`src/rtl/pid_pkg.sv`:
```
// Shared definitions for the incremental PID term generator: default widths,
// sequencing states and clamp-limit helpers derived from the output width.
package pid_pkg;

  localparam int unsigned PID_ERR_W  = 12;
  localparam int unsigned PID_COEF_W = 8;
  localparam int unsigned PID_FRAC_W = 4;
  localparam int unsigned PID_DATA_W = 15;

  typedef enum logic [2:0] {
    ST_IDLE,
    ST_MUL_P,
    ST_MUL_I,
    ST_MUL_D,
    ST_SAT
  } pid_state_e;

  function automatic longint pid_lim_max(input int unsigned w);
    return (longint'(1) <<< (w - 1)) - longint'(1);
  endfunction

  function automatic longint pid_lim_min(input int unsigned w);
    return -(longint'(1) <<< (w - 1));
  endfunction

endpackage

```
`src/rtl/pid_increment_if.sv`:
```
// Sample/result bus of the incremental PID term generator.
// The sat flag exists only when PID_INC_SAT_FLAG_EN is defined.
interface pid_increment_if
  import pid_pkg::*;
#(
  parameter int unsigned ERR_W  = PID_ERR_W,
  parameter int unsigned COEF_W = PID_COEF_W,
  parameter int unsigned DATA_W = PID_DATA_W
);
  logic                     in_valid;
  logic                     in_ready;
  logic signed [ERR_W-1:0]  setpoint;
  logic signed [ERR_W-1:0]  feedback;
  logic        [COEF_W-1:0] kp;
  logic        [COEF_W-1:0] ki;
  logic        [COEF_W-1:0] kd;
  logic                     out_valid;
  logic signed [DATA_W-1:0] d_uk;
`ifdef PID_INC_SAT_FLAG_EN
  logic                     sat;
`endif

  modport master (
    output in_valid, setpoint, feedback, kp, ki, kd,
    input  in_ready, out_valid, d_uk
`ifdef PID_INC_SAT_FLAG_EN
    , input sat
`endif
  );

  modport slave (
    input  in_valid, setpoint, feedback, kp, ki, kd,
    output in_ready, out_valid, d_uk
`ifdef PID_INC_SAT_FLAG_EN
    , output sat
`endif
  );

endinterface

```
`src/rtl/pid_mac.sv`:
```
// Signed multiply-accumulate shared by the three gain terms; load restarts the sum.
module pid_mac #(
  parameter int unsigned COEF_W = 8,
  parameter int unsigned OP_W   = 15,
  parameter int unsigned ACC_W  = 25
) (
  input  logic                    clk,
  input  logic                    rst_n,
  input  logic                    en,
  input  logic                    load,
  input  logic [COEF_W-1:0]       coef,
  input  logic signed [OP_W-1:0]  operand,
  output logic signed [ACC_W-1:0] acc
);

  logic signed [COEF_W:0]    coef_s;
  logic signed [ACC_W-1:0]   prod;
  logic signed [ACC_W-1:0]   acc_d;
  logic signed [ACC_W-1:0]   acc_q;

  always_comb begin
    // gains are unsigned; a zero sign bit keeps the product fully signed
    coef_s = signed'({1'b0, coef});
    prod   = ACC_W'(coef_s) * ACC_W'(operand);
    acc_d  = acc_q;
    if (en) begin
      acc_d = load ? prod : acc_q + prod;
    end
  end

  always_ff @(posedge clk) begin
    if (!rst_n) acc_q <= '0;
    else        acc_q <= acc_d;
  end

  assign acc = acc_q;

endmodule

```
`src/rtl/pid_increment.sv`:
```
// Velocity-form PID increment: d_uk = Kp*de + Ki*e + Kd*d2e over one shared MAC.
// Define PID_INC_SAT_FLAG_EN to add the sat flag (set when d_uk was clamped).
module pid_increment
  import pid_pkg::*;
#(
  parameter int unsigned ERR_W  = PID_ERR_W,
  parameter int unsigned COEF_W = PID_COEF_W,
  parameter int unsigned FRAC_W = PID_FRAC_W,
  parameter int unsigned DATA_W = PID_DATA_W
) (
  input logic             clk,
  input logic             rst_n,
  pid_increment_if.slave  bus
);

  localparam int unsigned E_W   = ERR_W + 1;
  localparam int unsigned D1_W  = ERR_W + 2;
  localparam int unsigned D2_W  = ERR_W + 3;
  localparam int unsigned ACC_W = COEF_W + ERR_W + 5;
  localparam logic signed [ACC_W-1:0] LIM_MAX = ACC_W'(pid_lim_max(DATA_W));
  localparam logic signed [ACC_W-1:0] LIM_MIN = ACC_W'(pid_lim_min(DATA_W));

  pid_state_e               state_q, state_d;
  logic signed [E_W-1:0]    e_q, e_d, e1_q, e1_d, e2_q, e2_d, e_new;
  logic        [COEF_W-1:0] kp_q, kp_d, ki_q, ki_d, kd_q, kd_d;
  logic signed [DATA_W-1:0] d_uk_q, d_uk_d, clamped;
  logic                     out_valid_q, out_valid_d, clip;
  logic signed [D1_W-1:0]   diff1;
  logic signed [D2_W-1:0]   diff2;
  logic signed [ACC_W-1:0]  mac_acc, shifted;
  logic                     mac_en, mac_load;
  logic        [COEF_W-1:0] mac_coef;
  logic signed [D2_W-1:0]   mac_op;
`ifdef PID_INC_SAT_FLAG_EN
  logic                     sat_q, sat_d;
`endif

  pid_mac #(
    .COEF_W (COEF_W),
    .OP_W   (D2_W),
    .ACC_W  (ACC_W)
  ) u_mac (
    .clk     (clk),
    .rst_n   (rst_n),
    .en      (mac_en),
    .load    (mac_load),
    .coef    (mac_coef),
    .operand (mac_op),
    .acc     (mac_acc)
  );

  always_comb begin
    e_new   = E_W'(bus.setpoint) - E_W'(bus.feedback);
    diff1   = D1_W'(e_q) - D1_W'(e1_q);
    diff2   = D2_W'(e_q) - (D2_W'(e1_q) <<< 1) + D2_W'(e2_q);
    shifted = mac_acc >>> FRAC_W;
    clip    = 1'b0;
    clamped = DATA_W'(shifted);
    if (shifted > LIM_MAX) begin
      clamped = DATA_W'(LIM_MAX);
      clip    = 1'b1;
    end else if (shifted < LIM_MIN) begin
      clamped = DATA_W'(LIM_MIN);
      clip    = 1'b1;
    end
  end

  always_comb begin
    state_d     = state_q;
    e_d         = e_q;
    e1_d        = e1_q;
    e2_d        = e2_q;
    kp_d        = kp_q;
    ki_d        = ki_q;
    kd_d        = kd_q;
    d_uk_d      = d_uk_q;
    out_valid_d = 1'b0;
    mac_en      = 1'b0;
    mac_load    = 1'b0;
    mac_coef    = '0;
    mac_op      = '0;
`ifdef PID_INC_SAT_FLAG_EN
    sat_d       = sat_q;
`endif
    unique case (state_q)
      ST_IDLE: begin
        if (bus.in_valid) begin
          e_d     = e_new;
          kp_d    = bus.kp;
          ki_d    = bus.ki;
          kd_d    = bus.kd;
          state_d = ST_MUL_P;
        end
      end
      ST_MUL_P: begin
        mac_en   = 1'b1;
        mac_load = 1'b1;
        mac_coef = kp_q;
        mac_op   = D2_W'(diff1);
        state_d  = ST_MUL_I;
      end
      ST_MUL_I: begin
        mac_en   = 1'b1;
        mac_coef = ki_q;
        mac_op   = D2_W'(e_q);
        state_d  = ST_MUL_D;
      end
      ST_MUL_D: begin
        mac_en   = 1'b1;
        mac_coef = kd_q;
        mac_op   = diff2;
        state_d  = ST_SAT;
      end
      ST_SAT: begin
        d_uk_d      = clamped;
        out_valid_d = 1'b1;
        e2_d        = e1_q;
        e1_d        = e_q;
`ifdef PID_INC_SAT_FLAG_EN
        sat_d       = clip;
`endif
        state_d     = ST_IDLE;
      end
      default: state_d = ST_IDLE;
    endcase
  end

  always_ff @(posedge clk) begin
    if (!rst_n) begin
      state_q     <= ST_IDLE;
      e_q         <= '0;
      e1_q        <= '0;
      e2_q        <= '0;
      kp_q        <= '0;
      ki_q        <= '0;
      kd_q        <= '0;
      d_uk_q      <= '0;
      out_valid_q <= 1'b0;
    end else begin
      state_q     <= state_d;
      e_q         <= e_d;
      e1_q        <= e1_d;
      e2_q        <= e2_d;
      kp_q        <= kp_d;
      ki_q        <= ki_d;
      kd_q        <= kd_d;
      d_uk_q      <= d_uk_d;
      out_valid_q <= out_valid_d;
    end
  end

`ifdef PID_INC_SAT_FLAG_EN
  always_ff @(posedge clk) begin
    if (!rst_n) sat_q <= 1'b0;
    else        sat_q <= sat_d;
  end
  assign bus.sat = sat_q;
`else
  logic unused_clip;
  assign unused_clip = clip;
`endif

  assign bus.in_ready  = (state_q == ST_IDLE);
  assign bus.out_valid = out_valid_q;
  assign bus.d_uk      = d_uk_q;

endmodule

```
`src/flat_wrapper.sv`:
```
// flat-port wrapper written by rule: the top's interface ports become plain ports
module pid_increment_flat import pid_pkg::*;
#(
  parameter int unsigned ERR_W  = PID_ERR_W,
  parameter int unsigned COEF_W = PID_COEF_W,
  parameter int unsigned FRAC_W = PID_FRAC_W,
  parameter int unsigned DATA_W = PID_DATA_W
)
  (clk, rst_n, bus_in_valid, bus_setpoint, bus_feedback, bus_kp, bus_ki, bus_kd, bus_in_ready, bus_out_valid, bus_d_uk);
  pid_increment_if #(.ERR_W(ERR_W), .COEF_W(COEF_W), .DATA_W(DATA_W)) bus_i ();
  input logic clk;
  input logic rst_n;
  input wire logic [$bits(bus_i.in_valid)-1:0] bus_in_valid;
  input wire logic [$bits(bus_i.setpoint)-1:0] bus_setpoint;
  input wire logic [$bits(bus_i.feedback)-1:0] bus_feedback;
  input wire logic [$bits(bus_i.kp)-1:0] bus_kp;
  input wire logic [$bits(bus_i.ki)-1:0] bus_ki;
  input wire logic [$bits(bus_i.kd)-1:0] bus_kd;
  output wire logic [$bits(bus_i.in_ready)-1:0] bus_in_ready;
  output wire logic [$bits(bus_i.out_valid)-1:0] bus_out_valid;
  output wire logic [$bits(bus_i.d_uk)-1:0] bus_d_uk;
  assign bus_i.in_valid = bus_in_valid;
  assign bus_i.setpoint = bus_setpoint;
  assign bus_i.feedback = bus_feedback;
  assign bus_i.kp = bus_kp;
  assign bus_i.ki = bus_ki;
  assign bus_i.kd = bus_kd;
  assign bus_in_ready = bus_i.in_ready;
  assign bus_out_valid = bus_i.out_valid;
  assign bus_d_uk = bus_i.d_uk;
  pid_increment #(.ERR_W(ERR_W), .COEF_W(COEF_W), .FRAC_W(FRAC_W), .DATA_W(DATA_W)) u_core (.clk(clk), .rst_n(rst_n), .bus(bus_i));
endmodule
```
`config.mk`:
```
export PLATFORM = sky130hd
export DESIGN_NAME = pid_increment_flat
export DESIGN_NICKNAME = d
export VERILOG_FILES = /design/src/rtl/pid_pkg.sv /design/src/rtl/pid_increment_if.sv /design/src/rtl/pid_mac.sv /design/src/rtl/pid_increment.sv /design/src/flat_wrapper.sv
export SDC_FILE = /design/constraint.sdc
export NUM_CORES = 1
export LEC_CHECK = 0
export BUFFER_PORTS_ARGS = -buffer_cell sky130_fd_sc_hd__buf_4
export CAP_MARGIN = 20
export CORE_MARGIN = 2
export CORE_UTILIZATION = 50
export DETAILED_ROUTE_END_ITERATION = 16
export GPL_ROUTABILITY_DRIVEN = 0
export PLACE_DENSITY_LB_ADDON = 0.15
export REMOVE_ABC_BUFFERS = 1
export SYNTH_ARGS = -nofsm -noshare
export SYNTH_HDL_FRONTEND = slang
export SYNTH_SLANG_ARGS = --single-unit
```
`constraint.sdc`:
```
create_clock -name clk -period 21.7 [get_ports clk]
set_input_delay 1.085 -clock clk [delete_from_list [all_inputs] [get_ports clk]]
set_output_delay 1.085 -clock clk [all_outputs]
set_load 0.01 [all_outputs]
```
==> impl_metrics.yaml, run 1 <==
layout:
  final_common_cell: "nand2_1"
  final_cell_mix: "nand2_1 (259), inv_1 (237), a21oi_1 (150)"
  nets: 1882
  n_antenna_cell: 0
  multi_input_area_sq_mm: 0.008770
  syn2layout_area_growth_pct: 9.148
  drive_gt1_share_pct: 7.444
  num-fill-cells: 2293
  register_area_sq_mm: 0.002142
detailed_routing:
  drt-initial-drc-count: 740
  wl_per_cell_um: 15.92
  vias: 10560
  drc: 0
  firstDrtPassIters: 5
  drtAntennaViolNets: 0
  totalWireLength_mm: 30.75
  via_per_inst: 5.466
run:
  maxCapViolations: 0
clock_network:
  cts_tree: "yes"
  cts_inserted_buffers: 9
  htree_num_levels: 3
  post_cts_buffers: 0
  clk_latency_ns: 0.37
  cts-root-buf: "clkbuf_16"
  max-clock-path-buffers: 2
  post_cts_resized: 0
  cts_sinks: 107
  hold_buffers: 0
  clkTransAtPathRegs_ns: 0.08
grt:
  grt_start_max_net_pins: 77
  grt_first_pass_wirelength_mm: 51.78
  antenna_found_initial: 0
  grt_overflow: 0
  grt_pass1_vias: 10300
  grtUsageTotal_pct: 24.84
sta:
  post-route-period-util_pct: 43.53
  worst_slack_ns: 12.25
  fin_crit_ns: 9.446
  clock_skew_ns: 0.008809
  finalSetupViolations: 0
  finalSetupTns_ns: 0
  tightest_slew_ns: 1.071
  rsz0062_at_grt: "no"
  timing.fmax_mhz: 105.9
  relSlewSlack_pct: 28.53
  finalHoldViolCount: 0
  slew_viol_final: 0
critical_path:
  rrSetupSlack_ns: 12.25
  crit_path_start_kind: "flip-flop"
  end_kind: "flip-flop"
  rr_startpoint: "u_core.e_q[2]"
  crit_end: "u_core.u_mac.acc[23]"
  worst_path_max_delay_cell: "a31oi_1"
  startpoint: "u_core.e_q[2]"
  critPathArrivalTime_ns: 9.67
  required_ns: 21.93
  worstPathMaxFanout: 14
  critical_path_class: "reg2reg"
  r2r-end: "u_core.u_mac.acc[23]"
  cp_slowest_stage_delay_ns: 0.72
  reg2reg_depth: 37
placement:
  post-place-ws_ns: 12.10
  hpwl_mm: 24.25
  numPortBuffers: 67
yosys:
  ys.flop_type: "dfxtp_1"
  synthCells: 1576
  ys_ff_latch: 107
  synth-warning-count: 0
  synth-async-reset-ratio_pct: 0
  synth_edf_count: 0
  ys_types: 61
  syn_area_sq_mm: 0.01204
  ys_seq_area_share_pct: 17.80
  syn_avg_cell_area_sq_um: 7.637
power:
  leakage_uw: 0.006221
  power_density_mw_per_mm2: 52.35
  max-vdd-ir-drop_mv: 0.03638
floorplanning:
  fp.dieW_um: 159.2
  start_util_pct: 51.13
  die_h_um: 159.2
  fp.coreArea_sq_mm: 0.02354
  fp-row-count: 56
  die_area_sq_mm: 0.02533
  ios: 68
run_status:
  status: "finished, final reports clean"
worst_hold_path:
  hp-class: "reg2reg"
  min_path_cells: 2
[metal layers]
metal  vias up  GRT usage, %  wire length [um]  part of all wire, %
met3        45         3.100              1309                  4.3
met2       280         42.65             14630                   48
met1      5000         32.76             14000                   46
met5         -             0                 0                    0
li1       5230             -                 -                    -
met4         0         7.686               811                  2.6
[registers in the layout (all words and copies together) (netlist names)]
signal                flops
u_core.state_q            3
u_core.e2_q              13
u_core.e_q               13
u_core.bus.out_valid      1
u_core.e1_q              13
u_core.bus.d_uk          15
u_core.kp_q               8
u_core.ki_q               8
u_core.u_mac.acc         25
u_core.kd_q               8
[critical path: cells and delay by family, from the launching register on]
family | cells | cell delay, ns
AO/OA/AOI/OAI | 11 | 2.87
XOR/XNOR | 2 | 0.41
adder cells (fa/ha/maj) | 8 | 3.37
buffers and inverters | 5 | 0.28
flip-flops | 1 | 0.39
AND/OR/NAND/NOR | 11 | 1.97
[Yosys cell counts (all sizes together) (3+ instances only)]
cell type,count,share of area (%)
or2,10,0.52
fa,112,19
mux2,8,0.75
a21o,41,2.6
a211oi,10,0.67
xnor2,44,3.2
xor2,20,1.5
inv,238,7.4
buf,5,0.18
dfxtp,107,18
a21oi,150,6.2
nand2b,14,0.73
o21bai,7,0.44
a221o,4,0.33
ha,112,12
nand4,3,0.16
a21boi,4,0.25
o21ai,55,2.3
and2,9,0.47
a31oi,14,0.73
o31a,3,0.22
or4,3,0.19
nand2,259,8.1
nor2,122,3.8
o211ai,14,0.87
nor3,22,0.91
a22oi,7,0.44
nor4,5,0.26
nand4b,3,0.22
and3,8,0.42
nand3,20,0.83
o22ai,4,0.21
clkbuf,56,1.7
o31ai,3,0.19
a41oi,3,0.22
o221ai,5,0.36
or3,7,0.36
a221oi,4,0.34
o21a,8,0.50
nor2b,22,1.1
a211o,3,0.22
a311oi,9,0.65
[kinds of logic (layout without fill, tap and decap cells)]
family                     after synthesis  count (layout)  synth area share (%)
AOI/OAI and AO/OA                      360             360                 18.67
xor gates and xnor gates                64              64                 4.657
adders and majority gates              224             224                 30.27
buffers and inverters                  301             337                 9.408
DFF                                    107             107                 17.80
muxes                                   10              10                0.9148
and+or+nand+nor                        510             510                 18.28
[how the worst min path moves through the flow]
stage / start / to / slack (ns)
floorplan: u_core.kd_q[0] / u_core.kd_q[0] / 0.43
global placement: u_core.kd_q[3] / u_core.kd_q[3] / 0.44
detailed placement: u_core.kd_q[1] / u_core.kd_q[1] / 0.44
CTS: u_core.kd_q[1] / u_core.kd_q[1] / 0.46
global route: u_core.kd_q[1] / u_core.kd_q[1] / 0.47
finish: u_core.kd_q[5] / u_core.kd_q[5] / 0.46
[area by class of cell]
class | count | area share (%)
Multi-Input combinational cell | 1168 | 66.75
Sequential cell | 107 | 16.30
Tap cell | 319 | 3.038
Clock inverter | 7 | 0.5238
Timing Repair Buffer | 81 | 4.810
Inverter | 240 | 6.857
Clock buffer | 9 | 1.714
[power breakdown]
| group | switching [uW] | internal, uW | total (uW) |
|---|---|---|---|
| Clock | 87.7 | 81.2 | 169 |
| Sequential | 17.2 | 211 | 228 |
| Combinational | 175 | 116 | 291 |
| Total | 280 | 408 | 688 |
[metrics by stage]
| step | util, % | hold WS [ns] | total power, uW | cells | instance area [sq um] |
|---|---|---|---|---|---|
| after floorplan | - | 0.4329 | 438.1 | 1515 | 11810 |
| after global placement | 54.39 | 0.4393 | 515.5 | 1913 | 12800 |
| after detailed placement | 54.44 | 0.4434 | 518.8 | 1914 | 12820 |
| after CTS | 55.69 | 0.4560 | 689.3 | 1930 | 13110 |
| after global routing | 55.80 | 0.4738 | 736.5 | 1931 | 13140 |
| final | 55.80 | 0.4567 | 687.8 | 1931 | 13140 |
Note: power is estimated with default switching activity, not from simulation.
==> inputs of run 2 (changes only) <==
Clock period 21.7 ns to 8.1 ns, I/O delays scaled along.
==> impl_metrics.yaml, run 2 (synthesis gave the netlist of run 1 again) <==
floorplanning:
  die_area_sq_mm: 0.02533
  ios: 68
  fp.dieW_um: 159.2
  start_util_pct: 51.13
  die_h_um: 159.2
  fp.coreArea_sq_mm: 0.02354
  fp-row-count: 56
detailed_routing:
  totalWireLength_mm: 34.05
  firstDrtPassIters: 5
  drtAntennaViolNets: 0
  wl_per_cell_um: 16.02
  drt-initial-drc-count: 686
  drc: 0
  via_per_inst: 5.359
  vias: 11390
sta:
  timing.fmax_mhz: 121.0
  worst_slack_ns: -0.1625
  post-route-period-util_pct: 102.0
  clock_skew_ns: 0.01465
  fin_crit_ns: 8.262
  relSlewSlack_pct: 30.86
  tightest_slew_ns: 1.033
  slew_viol_final: 0
  finalHoldViolCount: 0
  finalSetupViolations: 4
  rsz0062_at_grt: "yes"
  finalSetupTns_ns: -0.2828
  whs_ns: 0.2826
critical_path:
  cp_slowest_stage_delay_ns: 0.54
  critPathArrivalTime_ns: 8.51
  required_ns: 8.35
  worstPathMaxFanout: 3
  crit_path_start_kind: "flip-flop"
  worst_path_max_delay_cell: "fa_1"
  end_kind: "flip-flop"
  critical_path_class: "reg2reg"
grt:
  grt_overflow: 0
  grt_start_max_net_pins: 68
  grt_pass1_vias: 11370
  grtUsageTotal_pct: 26.68
  antenna_found_initial: 0
  grt_first_pass_wirelength_mm: 55.51
clock_network:
  hold_buffers: 0
  htree_num_levels: 3
  clk_latency_ns: 0.37
  cts_inserted_buffers: 9
  max-clock-path-buffers: 2
  cts-root-buf: "clkbuf_16"
  cts_sinks: 107
  clkTransAtPathRegs_ns: 0.08
  cts_tree: "yes"
layout:
  drive_gt1_share_pct: 24.86
  stdcell_area_sq_mm: 0.01539
  n_antenna_cell: 0
  largest_reg_flops: 25
  final_cell_mix: "buf_4 (265), nand2_1 (245), inv_1 (219)"
  syn2layout_area_growth_pct: 27.87
  nets: 2076
  post-route-util_pct: 65.38
  final_common_cell: "buf_4"
power:
  power_density_mw_per_mm2: 138.6
  max-vdd-ir-drop_mv: 0.1023
  leakage_uw: 0.007332
run:
  maxCapViolations: 0
placement:
  place_area_sq_mm: 0.01409
  numPortBuffers: 67
  hpwl_mm: 25.81
run_status:
  violations: "negative setup slack"
  status: "complete, but fails checks"
worst_hold_path:
  hp-class: "in2reg"
-- run 2: worst paths after layout --
check                 startpoint              endpoint  slack [ns]  cells past startpoint
setup / recovery  u_core.e2_q[2]  u_core.u_mac.acc[22]       -0.16                     36
hold / removal         bus_kp[6]        u_core.kp_q[6]        0.28                      3
setup reg to reg  u_core.e2_q[2]  u_core.u_mac.acc[22]       -0.16                     36
hold reg to reg   u_core.kp_q[7]        u_core.kp_q[7]        0.45                      2
-- run 2: report_power, final --
| part | switching [uW] | leakage, uW | internal [uW] | total (uW) |
|---|---|---|---|---|
| Sequential | 36.2 | 0.000875 | 566 | 602 |
| Combinational | 577 | 0.00632 | 497 | 1070 |
| Clock | 232 | 0.000141 | 225 | 457 |
| Total | 845 | 0.00733 | 1290 | 2130 |
-- run 2: cell type report --
type | count | area (sq um)
well taps | 319 | 399.1
clock inverters | 6 | 57.56
clock buffers | 10 | 239.0
multi-input cells | 1168 | 9544
flip-flops and latches | 107 | 2148
repair buffers | 275 | 2102
fillers | 2094 | 8152
inverters | 240 | 900.9
-- run 2: worst max-delay path, delay by kind of cell, from the launching register on --
kind / cells / cell delay [ns]
and+or+nand+nor: 2 / 0.59
buffers and inverters: 8 / 0.57
DFF: 1 / 0.34
AOI/OAI and AO/OA: 15 / 2.92
xor gates and xnor gates: 3 / 0.43
adders and majority gates: 8 / 3.30
-- run 2: timing repair --
action / CTS / global route
setup endpoints to repair: 10 / 14
setup buffers: 10 / 15
pin swaps: 62 / 111
gates resized for setup: 59 / 124
gates cloned: 0 / 1
-- run 2: per-stage QoR --
step / setup WS [ns] / instances / power, uW
global placement: -0.3028 / 2084 / 1527
finish: -0.1625 / 2125 / 2133
CTS: -0.1318 / 2109 / 2037
floorplan: -0.6103 / 1515 / 1174
global route: -0.5129 / 2125 / 2271
detailed placement: -0.5062 / 2084 / 1538
-- run 2: layer usage --
layer | wire length (um) | share of wire, % | global-route usage, % | up-vias
met5 | 0 | 0 | 0 | -
met4 | 1100 | 3.2 | 9.008 | 0
met3 | 1499 | 4.4 | 3.282 | 72
met2 | 16550 | 49 | 47.00 | 266
met1 | 14890 | 44 | 33.92 | 5440
li1 | - | - | - | 5610
==> inputs of run 3 (changes only) <==
Settings changed: ABC_AREA set to 1.
==> impl_metrics.yaml, run 3 <==
run_status:
  status: "finished, final reports clean"
placement:
  post-place-ws_ns: -0.09304
  hpwl_mm: 26.93
  numPortBuffers: 67
detailed_routing:
  drc: 0
  via_per_inst: 5.206
  vias: 12240
  firstDrtPassIters: 5
  wl_per_cell_um: 14.38
  totalWireLength_mm: 33.81
  drt-initial-drc-count: 880
  drtAntennaViolNets: 0
floorplanning:
  fp-row-count: 59
  fp.dieW_um: 165.8
  fp.coreArea_sq_mm: 0.02591
  die_area_sq_mm: 0.02748
  die_h_um: 165.8
  start_util_pct: 50.50
  ios: 68
layout:
  final_cell_mix: "nand2_1 (473), inv_1 (443), a21oi_1 (178)"
  drive_gt1_share_pct: 9.271
  largest_reg_flops: 25
  post-route-util_pct: 55.80
  syn2layout_area_growth_pct: 10.48
  final_common_cell: "nand2_1"
  n_antenna_cell: 0
  nets: 2287
sta:
  slew_viol_final: 0
  timing.fmax_mhz: 130.9
  tightest_slew_ns: 0.8604
  finalSetupViolations: 0
  post-route-period-util_pct: 94.28
  clock_skew_ns: 0.009895
  worst_slack_ns: 0.4631
  fin_crit_ns: 7.637
  finalHoldViolCount: 0
  relSlewSlack_pct: 42.64
critical_path:
  crit_end: "u_core.u_mac.acc[21]"
  crit_path_start_kind: "flip-flop"
  crit_path_frequent_cell: "nand2_1"
  rr_startpoint: "u_core.e_q[4]"
  required_ns: 8.37
  critPathArrivalTime_ns: 7.90
  critical_path_class: "reg2reg"
  cp_slowest_stage_delay_ns: 0.54
  rrSetupSlack_ns: 0.46
  worstPathMaxFanout: 8
  worst_path_max_delay_cell: "fa_1"
  startpoint: "u_core.e_q[4]"
  reg2reg_depth: 36
  r2r-end: "u_core.u_mac.acc[21]"
  end_kind: "flip-flop"
grt:
  grt_overflow: 0
  antenna_found_initial: 0
  grt_pass1_vias: 12070
  grt_first_pass_wirelength_mm: 57.74
  grt_start_max_net_pins: 77
  grtUsageTotal_pct: 25.18
worst_hold_path:
  hp-class: "in2reg"
yosys:
  ys_ff_latch: 107
  ys.flop_type: "dfxtp_1"
  syn_area_sq_mm: 0.01309
  ys_types: 39
  synth_edf_count: 0
  synth_most_common_cell: "nand2_1"
  synth_largest_area_cell: "fa_1"
  syn_avg_cell_area_sq_um: 6.701
  ys_top_cells_by_count: "nand2_1 (482), inv_1 (446), a21oi_1 (182)"
  synth-async-reset-ratio_pct: 0
  yosys.area.top_type_share_pct: 17.13
  synthCells: 1953
  ys_seq_area_share_pct: 16.37
  synthTopCellsByArea: "fa_1 (17%), dfxtp_1 (16%), nand2_1 (14%)"
  synth-warning-count: 0
clock_network:
  hold_buffers: 0
  cts_tree: "yes"
  clk_latency_ns: 0.37
  cts_sinks: 107
  cts_inserted_buffers: 9
  max-clock-path-buffers: 2
  cts-root-buf: "clkbuf_16"
  clkTransAtPathRegs_ns: 0.08
  htree_num_levels: 3
run:
  maxCapViolations: 0
power:
  power_density_mw_per_mm2: 129.8
  max-vdd-ir-drop_mv: 0.1055
  leakage_uw: 0.008048
  total_power_uw: 1876
-- run 3: final cells by class --
cell class,count,area [sq um]
fillers,2609,11450
clock inverters,5,46.29
flip-flops and latches,107,2148
repair buffers,96,720.7
inverters,451,1693
multi-input cells,1347,9188
clock buffers,11,242.7
well taps,335,419.2
-- run 3: per-layer routing --
metal | vias up | wire [um] | track usage (%)
li1 | 6202 | - | -
met1 | 5721 | 16140 | 34.66
met2 | 287 | 15240 | 41.73
met3 | 34 | 1955 | 4.361
met4 | 0 | 475 | 5.369
met5 | - | 0 | 0
-- run 3: where the power goes --
group          switching (uW)  leakage, uW  internal (uW)
Combinational             525      0.00703            296
Clock                     235     0.000142            223
Sequential               31.6     0.000877            566
Total                     791      0.00805           1080
-- run 3: cells by family after synthesis --
kind of cell	synth area share, %
AO/OA/AOI/OAI	15.72
XOR/XNOR	2.075
adder cells (fa/ha/maj)	27.84
buffers and inverters	14.60
flip-flops	16.37
AND/OR/NAND/NOR	23.40
-- run 3: critical path: cells and delay by family, from the launching register on --
family / cells / cell delay, ns
xor gates and xnor gates: 1 / 0.33
and+or+nand+nor: 11 / 1.17
adders and majority gates: 8 / 3.59
buffers and inverters: 7 / 0.51
AOI/OAI and AO/OA: 9 / 1.58
DFF: 1 / 0.35
-- run 3: how the worst min path moves through the flow --
| stage | slack (ns) | start | cells past startpoint | endpoint |
|---|---|---|---|---|
| 2_1_floorplan | 0.45 | u_core.ki_q[0] | 2 | u_core.ki_q[0] |
| 3_3_place_gp | 0.45 | u_core.ki_q[2] | 2 | u_core.ki_q[2] |
| 3_5_place_dp | 0.46 | u_core.ki_q[0] | 2 | u_core.ki_q[0] |
| 4_1_cts | 0.28 | bus_ki[2] | 3 | u_core.ki_q[2] |
| 5_1_grt | 0.28 | bus_ki[3] | 3 | u_core.ki_q[3] |
| 6_report | 0.29 | bus_ki[2] | 3 | u_core.ki_q[2] |
-- run 3: timing repair --
item / 4_1_cts / 5_1_grt
pin swaps: 0 / 6
endpoints found under the setup margin: 3 / 11
gates resized for setup: 4 / 41
cloned: 0 / 0
buffers inserted: 0 / 9
-- run 3: per-stage QoR --
step                      TNS [ns]  area (sq um)  instances  hold slack, ns
after floorplan                  0         12870       1905          0.4454
after global placement     -0.1280         13940       2326          0.4539
after detailed placement   -0.1664         13950       2327          0.4551
after CTS                        0         14240       2343          0.2787
after global routing      -0.03677         14460       2352          0.2843
final                            0         14460       2352          0.2859
